--- config.mk ---
export PLATFORM = sky130hd
export DESIGN_NAME = npuarc_biu_ibp_outstand_ctrl
export DESIGN_NICKNAME = d
export VERILOG_FILES = /design/src/rtl/npuarc_biu_ibp_outstand_pkg.sv /design/src/rtl/npuarc_biu_ibp_outstand_cnt.sv /design/src/rtl/npuarc_biu_ibp_outstand_ctrl.sv
export SDC_FILE = /design/constraint.sdc
export NUM_CORES = 1
export LEC_CHECK = 0
export CAP_MARGIN = 20
export CORE_MARGIN = 4
export CORE_UTILIZATION = 54
export CTS_BUF_LIST = sky130_fd_sc_hd__clkbuf_8 sky130_fd_sc_hd__clkbuf_16
export DETAILED_ROUTE_END_ITERATION = 7
export PLACE_DENSITY_LB_ADDON = 0.08
export SKIP_LAST_GASP = 1
export SYNTH_ARGS = -nofsm -noshare
export SYNTH_HDL_FRONTEND = slang
export SYNTH_SLANG_ARGS = --single-unit
--- constraint.sdc ---
create_clock -name clk -period 8.5 [get_ports clk]
set_input_delay 1.275 -clock clk [delete_from_list [all_inputs] [get_ports clk]]
set_output_delay 1.275 -clock clk [all_outputs]
set_load 0.02 [all_outputs]
--- src/rtl/npuarc_biu_ibp_outstand_pkg.sv ---
// npuarc_biu_ibp_outstand_pkg: drain FSM states and counter width helper
package npuarc_biu_ibp_outstand_pkg;

    typedef enum logic [1:0] {
        IDLE  = 2'd0,
        DRAIN = 2'd1,
        DONE  = 2'd2
    } state_t;

    function automatic int clog2(input int v);
        int r;
        r = 0;
        while ((1 << r) < v) r++;
        return r;
    endfunction

endpackage

--- src/rtl/npuarc_biu_ibp_outstand_cnt.sv ---
// npuarc_biu_ibp_outstand_cnt: saturating-at-zero up/down outstanding counter with sticky underflow flag
module npuarc_biu_ibp_outstand_cnt #(
    parameter int MAX = 16,
    parameter int W   = 5
) (
    input  logic         clk,
    input  logic         rst_a,
    input  logic         clr_i,
    input  logic         inc_i,
    input  logic         dec_i,
    output logic [W-1:0] cnt_o,
    output logic         full_o,
    output logic         zero_o,
    output logic         err_o
);

    logic [W-1:0] cnt_q, cnt_d;
    logic         err_q, err_d;

    assign zero_o = cnt_q == '0;
    assign full_o = cnt_q == W'(MAX);
    assign cnt_o  = cnt_q;
    assign err_o  = err_q;

    // a retire with nothing outstanding holds at zero and flags the error
    always_comb begin
        cnt_d = (inc_i & ~dec_i) ? cnt_q + W'(1) :
                (dec_i & ~inc_i & ~zero_o) ? cnt_q - W'(1) : cnt_q;
        err_d = err_q | (dec_i & ~inc_i & zero_o);
    end

    always_ff @(posedge clk or posedge rst_a) begin
        if (rst_a) begin
            cnt_q <= '0;
            err_q <= 1'b0;
        end else if (clr_i) begin
            cnt_q <= '0;
            err_q <= 1'b0;
        end else begin
            cnt_q <= cnt_d;
            err_q <= err_d;
        end
    end

endmodule

--- src/rtl/npuarc_biu_ibp_outstand_ctrl.sv ---
// npuarc_biu_ibp_outstand_ctrl: per-port IBP outstanding read/write tracking, accept throttling
// and a drain handshake that blocks new commands until every port is idle.
module npuarc_biu_ibp_outstand_ctrl
    import npuarc_biu_ibp_outstand_pkg::*;
#(
    parameter int  NUM_PORTS  = 2,
    parameter int  RD_OUT_MAX = 16,
    parameter int  WR_OUT_MAX = 16,
    localparam int CNT_W = clog2(((RD_OUT_MAX > WR_OUT_MAX) ? RD_OUT_MAX : WR_OUT_MAX) + 1)
) (
    input  logic                         clk,
    input  logic                         rst_a,
    input  logic                         nmi_restart_r,
    input  logic [NUM_PORTS-1:0]         cmd_valid,
    input  logic [NUM_PORTS-1:0]         cmd_read,
    input  logic [NUM_PORTS-1:0]         cmd_accept_in,
    output logic [NUM_PORTS-1:0]         cmd_accept_out,
    input  logic [NUM_PORTS-1:0]         rd_valid,
    input  logic [NUM_PORTS-1:0]         rd_accept,
    input  logic [NUM_PORTS-1:0]         rd_last,
    input  logic [NUM_PORTS-1:0]         wrsp_valid,
    input  logic [NUM_PORTS-1:0]         wrsp_accept,
    input  logic                         drain_req,
    output logic                         drain_ack,
    output logic [NUM_PORTS-1:0]         port_idle,
    output logic                         all_idle,
    output logic [NUM_PORTS*CNT_W-1:0]   rd_cnt,
    output logic [NUM_PORTS*CNT_W-1:0]   wr_cnt,
    output logic [NUM_PORTS-1:0]         cnt_err
);

    state_t               state_q, state_d;
    logic                 draining;
    logic [NUM_PORTS-1:0] blk, rd_inc, wr_inc, rd_dec, wr_dec;
    logic [NUM_PORTS-1:0] rd_full, wr_full, rd_zero, wr_zero, rd_err, wr_err;

    // limits use registered counts only, so a same-cycle retire unblocks one cycle later
    assign draining       = state_q != IDLE;
    assign blk            = {NUM_PORTS{draining}} | (cmd_read & rd_full) | (~cmd_read & wr_full);
    assign cmd_accept_out = cmd_accept_in & ~blk;
    assign rd_inc         = cmd_valid & cmd_accept_out & cmd_read;
    assign wr_inc         = cmd_valid & cmd_accept_out & ~cmd_read;
    assign rd_dec         = rd_valid & rd_accept & rd_last;
    assign wr_dec         = wrsp_valid & wrsp_accept;
    assign port_idle      = rd_zero & wr_zero;
    assign all_idle       = &port_idle;
    assign cnt_err        = rd_err | wr_err;
    assign drain_ack      = state_q == DONE;

    for (genvar p = 0; p < NUM_PORTS; p++) begin : g_port
        npuarc_biu_ibp_outstand_cnt #(.MAX(RD_OUT_MAX), .W(CNT_W)) u_rd (
            .clk    (clk),
            .rst_a  (rst_a),
            .clr_i  (nmi_restart_r),
            .inc_i  (rd_inc[p]),
            .dec_i  (rd_dec[p]),
            .cnt_o  (rd_cnt[p*CNT_W +: CNT_W]),
            .full_o (rd_full[p]),
            .zero_o (rd_zero[p]),
            .err_o  (rd_err[p])
        );
        npuarc_biu_ibp_outstand_cnt #(.MAX(WR_OUT_MAX), .W(CNT_W)) u_wr (
            .clk    (clk),
            .rst_a  (rst_a),
            .clr_i  (nmi_restart_r),
            .inc_i  (wr_inc[p]),
            .dec_i  (wr_dec[p]),
            .cnt_o  (wr_cnt[p*CNT_W +: CNT_W]),
            .full_o (wr_full[p]),
            .zero_o (wr_zero[p]),
            .err_o  (wr_err[p])
        );
    end

    always_comb begin
        state_d = state_q;
        case (state_q)
            IDLE:    state_d = drain_req ? DRAIN : IDLE;
            DRAIN:   state_d = ~drain_req ? IDLE : (all_idle ? DONE : DRAIN);
            DONE:    state_d = drain_req ? DONE : IDLE;
            default: state_d = IDLE;
        endcase
        if (nmi_restart_r) state_d = IDLE;
    end

    always_ff @(posedge clk or posedge rst_a) begin
        if (rst_a) state_q <= IDLE;
        else       state_q <= state_d;
    end

endmodule

==> flow_metrics.py, run 1 <==
metrics = {
    "outcome": {
        "status": "complete, no violations",
    },
    "global_route": {
        "grt_pass1_wl_mm": 7.590,
        "track_usage": 0.1888,
        "grt_max_degree": 30,
        "grt_pass1_vias": 1685,
        "gr-total-overflow": 0,
        "antenna_found_initial": 0,
    },
    "clock_network": {
        "cts_root_buf": "clkbuf_8",
        "post_cts_resize_count": 0,
        "cts_sinks": 26,
        "clk_pin_slew_ns": 0.09,
        "clock_latency_ns": 0.27,
        "cts_tree": "yes",
        "holdBufCountCts": 0,
        "clk_path_buf_depth": 2,
        "cts_max_level": 1,
        "cts_setup_buffers": 0,
        "numCtsBuffers": 3,
    },
    "timing": {
        "whs_ns": 0.5000,
        "finClkSkew_ns": 0.004274,
        "fin_crit_sh": 0.4785,
        "finalSetupViolations": 0,
        "rsz0062_at_grt": "no",
        "tns_ns": 0,
        "fin_crit_ns": 4.067,
        "worstMarginPinSlew_ns": 0.5987,
        "fmax_mhz": 245.9,
        "hold_viol": 0,
        "max_slew_margin": 0.5996,
        "slew_violations": 0,
    },
    "hold_path": {
        "holdPathStages": 1,
        "holdCritPathClass": "reg -> reg",
    },
    "logic_synthesis": {
        "synth_xor_area_frac": 0.06016,
        "synth_mux_area_frac": 0.06937,
        "synth_nets": 244,
        "yosys_most_used_dff": "dfrtp_1",
        "syn-cell-area_um2": 2038,
        "synth_cells": 204,
        "ys_seq_area_frac": 0.3192,
        "synth-seq-cells": 26,
        "syn_avg_cell_area_um2": 9.991,
        "synth_top_family_by_area": "simple AND/OR/NAND/NOR gates",
        "synth_cell_types": 50,
        "synthArstFlopShare": 1.000,
        "synth-adder-area-share": 0.1375,
        "yosys_warnings": 0,
        "synth-edff-count": 0,
        "synth-simple-area-share": 0.2400,
        "synth-compound-area-share": 0.1529,
    },
    "drt": {
        "first_pass_iters": 4,
        "drc": 0,
        "vias_per_cell": 5.540,
        "postRouteWirelength_mm": 4.483,
        "wire_per_inst_um": 14.84,
        "routed-via-count": 1673,
        "ant_nets": 0,
        "drtIter0Drc": 107,
    },
    "finish": {
        "drive_above_1_share": 0.1142,
        "fin_nets": 295,
        "final_area_um2": 2654,
        "antenna_cells": 0,
        "fillers": 275,
        "syn2layout_area_growth_pct": 30.20,
    },
    "critical_path": {
        "setup.worst_path.start_class": "primary input",
        "r2r_cells": 9,
        "path_buf_inv": 3,
        "crit_chain": "clkdlybuf4s50_1 -> inv_1 -> nor3_1 -> a311oi_1 -> clkdlybuf4s50_1",
        "cp_slowest_cell": "clkdlybuf4s50_1",
        "arrival_ns": 2.79,
        "critPathRequiredTime_ns": 7.22,
        "crit_type": "in -> out",
        "crit_fanout": 3,
        "cp_top_family": "buffers and inverters",
        "slowest_delay_ns": 0.66,
        "critPathMostFrequentCell": "clkdlybuf4s50_1",
        "crit_cells": 5,
        "crit_path_end_kind": "output port",
    },
    "placement": {
        "portBuffers": 47,
        "dpl-instance-area_um2": 2556,
        "gp_congestion": 0.7918,
        "hpwl_mm": 3.355,
    },
    "die": {
        "rows": 22,
        "fp.dieH_um": 69.44,
        "die_w_um": 69.44,
        "start_util": 0.5567,
        "core_area_um2": 3661,
        "io_pins": 48,
        "die-area_um2": 4821,
    },
    "power_and_ir_drop": {
        "power_density_nw_per_um2": 236.5,
        "p_leak_nw": 1.120,
        "vdd_ir_drop_max_mv": 0.1603,
    },
    "flow_run": {
        "max_cap_violations": 0,
    },
}
[routing by layer]
metal	GRT usage	part of all wire	up-vias
met2	0.2860	0.44	43
met3	0.03913	0.045	6
met5	0	0	-
met1	0.2669	0.50	776
li1	-	-	848
met4	0.06508	0.013	0
[area by class of cell]
| class | instances | area (µm²) | share of cell area |
|---|---|---|---|
| Timing Repair Buffer | 49 | 513.0 | 0.1933 |
| Multi-Input combinational cell | 167 | 1345 | 0.5068 |
| Tap cell | 48 | 60.06 | 0.02263 |
| Sequential cell | 26 | 650.6 | 0.2452 |
| Clock buffer | 4 | 55.05 | 0.02074 |
| Inverter | 8 | 30.03 | 0.01132 |
[worst register-to-register path: stages (launching register included)]
cell,delay [ns]
dfrtp_1,0.47
nand4bb_1,0.27
a211oi_2,0.40
nand2_1,0.23
fa_1,0.47
a21o_1,0.20
a21oi_1,0.16
xnor2_1,0.09
or4_1,0.52
a31oi_1,0.19
[synthesized netlist by cell type, types with 3 or more instances]
cell	instances	share of area
dfrtp_1	26	0.32
xor2_1	3	0.013
a21o_1	7	0.026
a21oi_1	9	0.022
fa_1	4	0.039
xnor2_1	11	0.047
mux2_4	3	0.022
inv_1	8	0.015
ha_1	16	0.098
nor4_2	3	0.018
a211oi_1	5	0.018
nand3_1	8	0.020
a31oi_1	4	0.012
mux2i_1	6	0.029
nor2_1	22	0.041
nand2_1	16	0.029
nor3_1	8	0.020
[power by group]
part	total (mW)	internal (mW)	switching, mW	leakage [nW]
combinational	0.357	0.178	0.178	0.742
sequential	0.190	0.146	0.0431	0.350
clock	0.0815	0.0415	0.0400	0.0288
total	0.628	0.366	0.261	1.12
[through the flow]
step | std cells | utilization | power [mW] | setup slack (ns)
final | 302 | 0.7249 | 0.6277 | 4.433
after detailed placement | 296 | 0.6982 | 0.5462 | 4.205
after global placement | 296 | 0.6982 | 0.5365 | 4.339
after floorplan | 204 | - | 0.4298 | 4.990
after CTS | 300 | 0.7133 | 0.6297 | 4.438
after global routing | 302 | 0.7249 | 0.6781 | 4.318
[kinds of logic after synthesis]
kind of cell	Yosys count
and+or+nand+nor	82
AOI/OAI and AO/OA	40
DFF	26
adders and majority gates	20
xor gates and xnor gates	14
buffers and inverters	11
muxes	11
[state kept, by name, summed over array words and instances, names as in the netlist]
signal and flops:
state_q 2, g_port.u_wr.err_o 2, g_port.u_rd.cnt_o 10, g_port.u_rd.err_o 2
g_port.u_wr.cnt_o 10
[final timing paths]
check / from / to / slack [ns]
setup / recovery: cmd_read[1] / cmd_accept_out[1] / 4.43
min in group asynchronous: rst_a / g_port[1].u_wr.cnt_o[1] / 1.22
setup reg to reg: state_q[0] / g_port[0].u_wr.cnt_o[4] / 5.42
hold reg to reg: g_port[1].u_wr.err_o / g_port[1].u_wr.err_o / 0.50
hold / removal: g_port[1].u_wr.err_o / g_port[1].u_wr.err_o / 0.50
max in group asynchronous: rst_a / g_port[1].u_wr.cnt_o[3] / 6.89
[cells in the final DEF, fill, tap and decap left out, drive strengths merged, types with 4 or more instances in the layout]
cell and instances:
nor3 8, inv 8, a21oi 9, nand3 8, nor4 6, a31oi 4
a211oi 7, dfrtp 26, nand2 16, or4 4, nor2 24, clkdlybuf4s50 47
clkbuf 4, xnor2 11, fa 4, a21o 7, ha 16, mux2i 8
Power figures use the tool's default switching activity.
==> inputs of run 2 (changes only) <==
- CORE_UTILIZATION: 54 -> 50
- clock period: 8.5 -> 4 ns (I/O delays scaled with it)
==> flow_metrics.py, run 2 (synthesis gave the netlist of run 1 again) <==
metrics = {
    "outcome": {
        "status": "complete, no violations",
    },
    "power_and_ir_drop": {
        "power.total_mw": 1.371,
        "p_leak_nw": 1.125,
        "vdd_ir_drop_max_mv": 0.3206,
        "power_density_nw_per_um2": 515.0,
    },
    "finish": {
        "fin_nets": 295,
        "fillers": 308,
        "layout_common_cells": "clkdlybuf4s50_1 (47), dfrtp_1 (26), nor2_1 (22)",
        "syn2layout_area_growth_pct": 30.63,
        "final_common_cell": "clkdlybuf4s50_1",
        "antenna_cells": 0,
        "final_area_um2": 2663,
        "drive_above_1_share": 0.1142,
    },
    "timing": {
        "fin_crit_ns": 3.259,
        "fin_crit_sh": 0.8149,
        "setup_ws_ns": 0.7405,
        "rsz0062_at_grt": "no",
        "worstMarginPinSlew_ns": 0.4762,
        "hold_viol": 0,
        "slew_violations": 0,
        "max_slew_margin": 0.6799,
        "finClkSkew_ns": 0.002911,
        "tns_ns": 0,
        "finalSetupViolations": 0,
        "fmax_mhz": 306.8,
    },
    "drt": {
        "drc": 0,
        "first_pass_iters": 4,
        "vias_per_cell": 5.470,
        "wl_met2_mm": 1.861,
        "highest_layer": "met4",
        "wl_met3_um": 198,
        "drt-met1-wl_mm": 2.250,
        "routed-via-count": 1652,
        "drtIter0Drc": 98,
        "wire_per_inst_um": 14.33,
        "postRouteWirelength_mm": 4.328,
        "ant_nets": 0,
    },
    "global_route": {
        "antenna_found_initial": 0,
        "grt_pass1_wl_mm": 7.217,
        "track_usage": 0.1714,
        "grt_max_degree": 27,
        "grt_pass1_vias": 1574,
        "gr-total-overflow": 0,
    },
    "clock_network": {
        "clock_latency_ns": 0.27,
        "clk_path_buf_depth": 2,
        "cts_root_buf": "clkbuf_8",
        "clk_pin_slew_ns": 0.10,
        "cts_max_level": 1,
        "holdBufCountCts": 0,
        "post_cts_resize_count": 0,
        "numCtsBuffers": 3,
        "cts_setup_buffers": 0,
        "cts_sinks": 26,
        "cts_tree": "yes",
    },
    "critical_path": {
        "crit_path_end_kind": "register",
        "cp_top_family": "compound AO/OA/AOI/OAI gates",
        "crit_type": "in -> reg",
        "r2r_cells": 9,
        "path_buf_inv": 1,
        "arrival_ns": 3.45,
        "slowest_delay_ns": 0.50,
        "crit_chain": "clkdlybuf4s50_1 -> nand4bb_1 -> a211oi_2 -> nand2_1 -> fa_1 -> a21o_1 -> a21oi_1 -> xnor2_1 -> or4_1 -> a31oi_1",
        "crit_fanout": 5,
        "cp_slowest_cell": "or4_1",
        "critPathLaunch": "cmd_accept_in[0]",
        "r2r_start": "state_q[0]",
        "setup.worst_path.start_class": "primary input",
        "critPathRequiredTime_ns": 4.19,
        "crit_cells": 10,
    },
    "placement": {
        "pre_cts_ws_ns": 0.4338,
        "gp_congestion": 0.7813,
        "hpwl_mm": 3.332,
        "portBuffers": 47,
        "dpl-instance-area_um2": 2564,
    },
    "die": {
        "start_util": 0.5366,
        "core_area_um2": 3799,
        "die-area_um2": 5162,
        "io_pins": 48,
        "fp.dieH_um": 71.85,
        "rows": 22,
        "die_w_um": 71.85,
    },
    "hold_path": {
        "holdPathStages": 2,
        "min_from": "g_port[1].u_rd.err_o",
        "holdCritPathClass": "reg -> reg",
    },
    "flow_run": {
        "max_cap_violations": 0,
    },
}
## run 2: cell count changes in the layout (fill, tap and decap cells not counted)
| cell | before | now |
|---|---|---|
| buf_8 | 1 | 0 |
| clkbuf_8 | 4 | 3 |
| bufinv_16 | 0 | 1 |
| buf_4 | 0 | 1 |
## run 2: per-layer routing
metal,GRT usage,vias up
met5,0,-
met4,0.02505,0
met3,0.02805,2
met2,0.2582,39
met1,0.2624,760
li1,-,851
## run 2: per-stage QoR
| stage | instances | hold slack, ns | utilization |
|---|---|---|---|
| global placement | 297 | 0.4742 | 0.6749 |
| floorplan | 204 | 0.4545 | - |
| finish | 302 | 0.5095 | 0.7009 |
| global route | 302 | 0.5275 | 0.7009 |
| CTS | 301 | 0.5154 | 0.6937 |
| detailed placement | 297 | 0.4881 | 0.6749 |
## run 2: final cells by class
cell class / count / area (µm²) / share of cell area
clock buffers: 3 / 41.29 / 0.01551
multi-input cells: 167 / 1345 / 0.5052
clock inverters: 1 / 30.03 / 0.01128
repair buffers: 49 / 505.5 / 0.1898
inverters: 8 / 30.03 / 0.01128
flip-flops and latches: 26 / 650.6 / 0.2444
well taps: 48 / 60.06 / 0.02256
## run 2: worst min-delay path, stage by stage, from the launching register on
cell     delay, ns
dfrtp_1       0.36
a31oi_1       0.04
nor2_1        0.07
## run 2: final timing paths
kind	end	slack, ns
setup / recovery	g_port[0].u_wr.cnt_o[4]	0.74
hold reg to reg	g_port[1].u_rd.err_o	0.51
hold / removal	g_port[1].u_rd.err_o	0.51
min in group asynchronous	g_port[1].u_wr.cnt_o[1]	0.58
max in group asynchronous	g_port[1].u_rd.cnt_o[3]	3.01
setup reg to reg	g_port[0].u_wr.cnt_o[4]	0.98
## run 2: power by group
part           switching (mW)  internal, mW  total, mW
logic                   0.370         0.376      0.746
clock network          0.0881         0.134      0.222
registers              0.0917         0.311      0.403
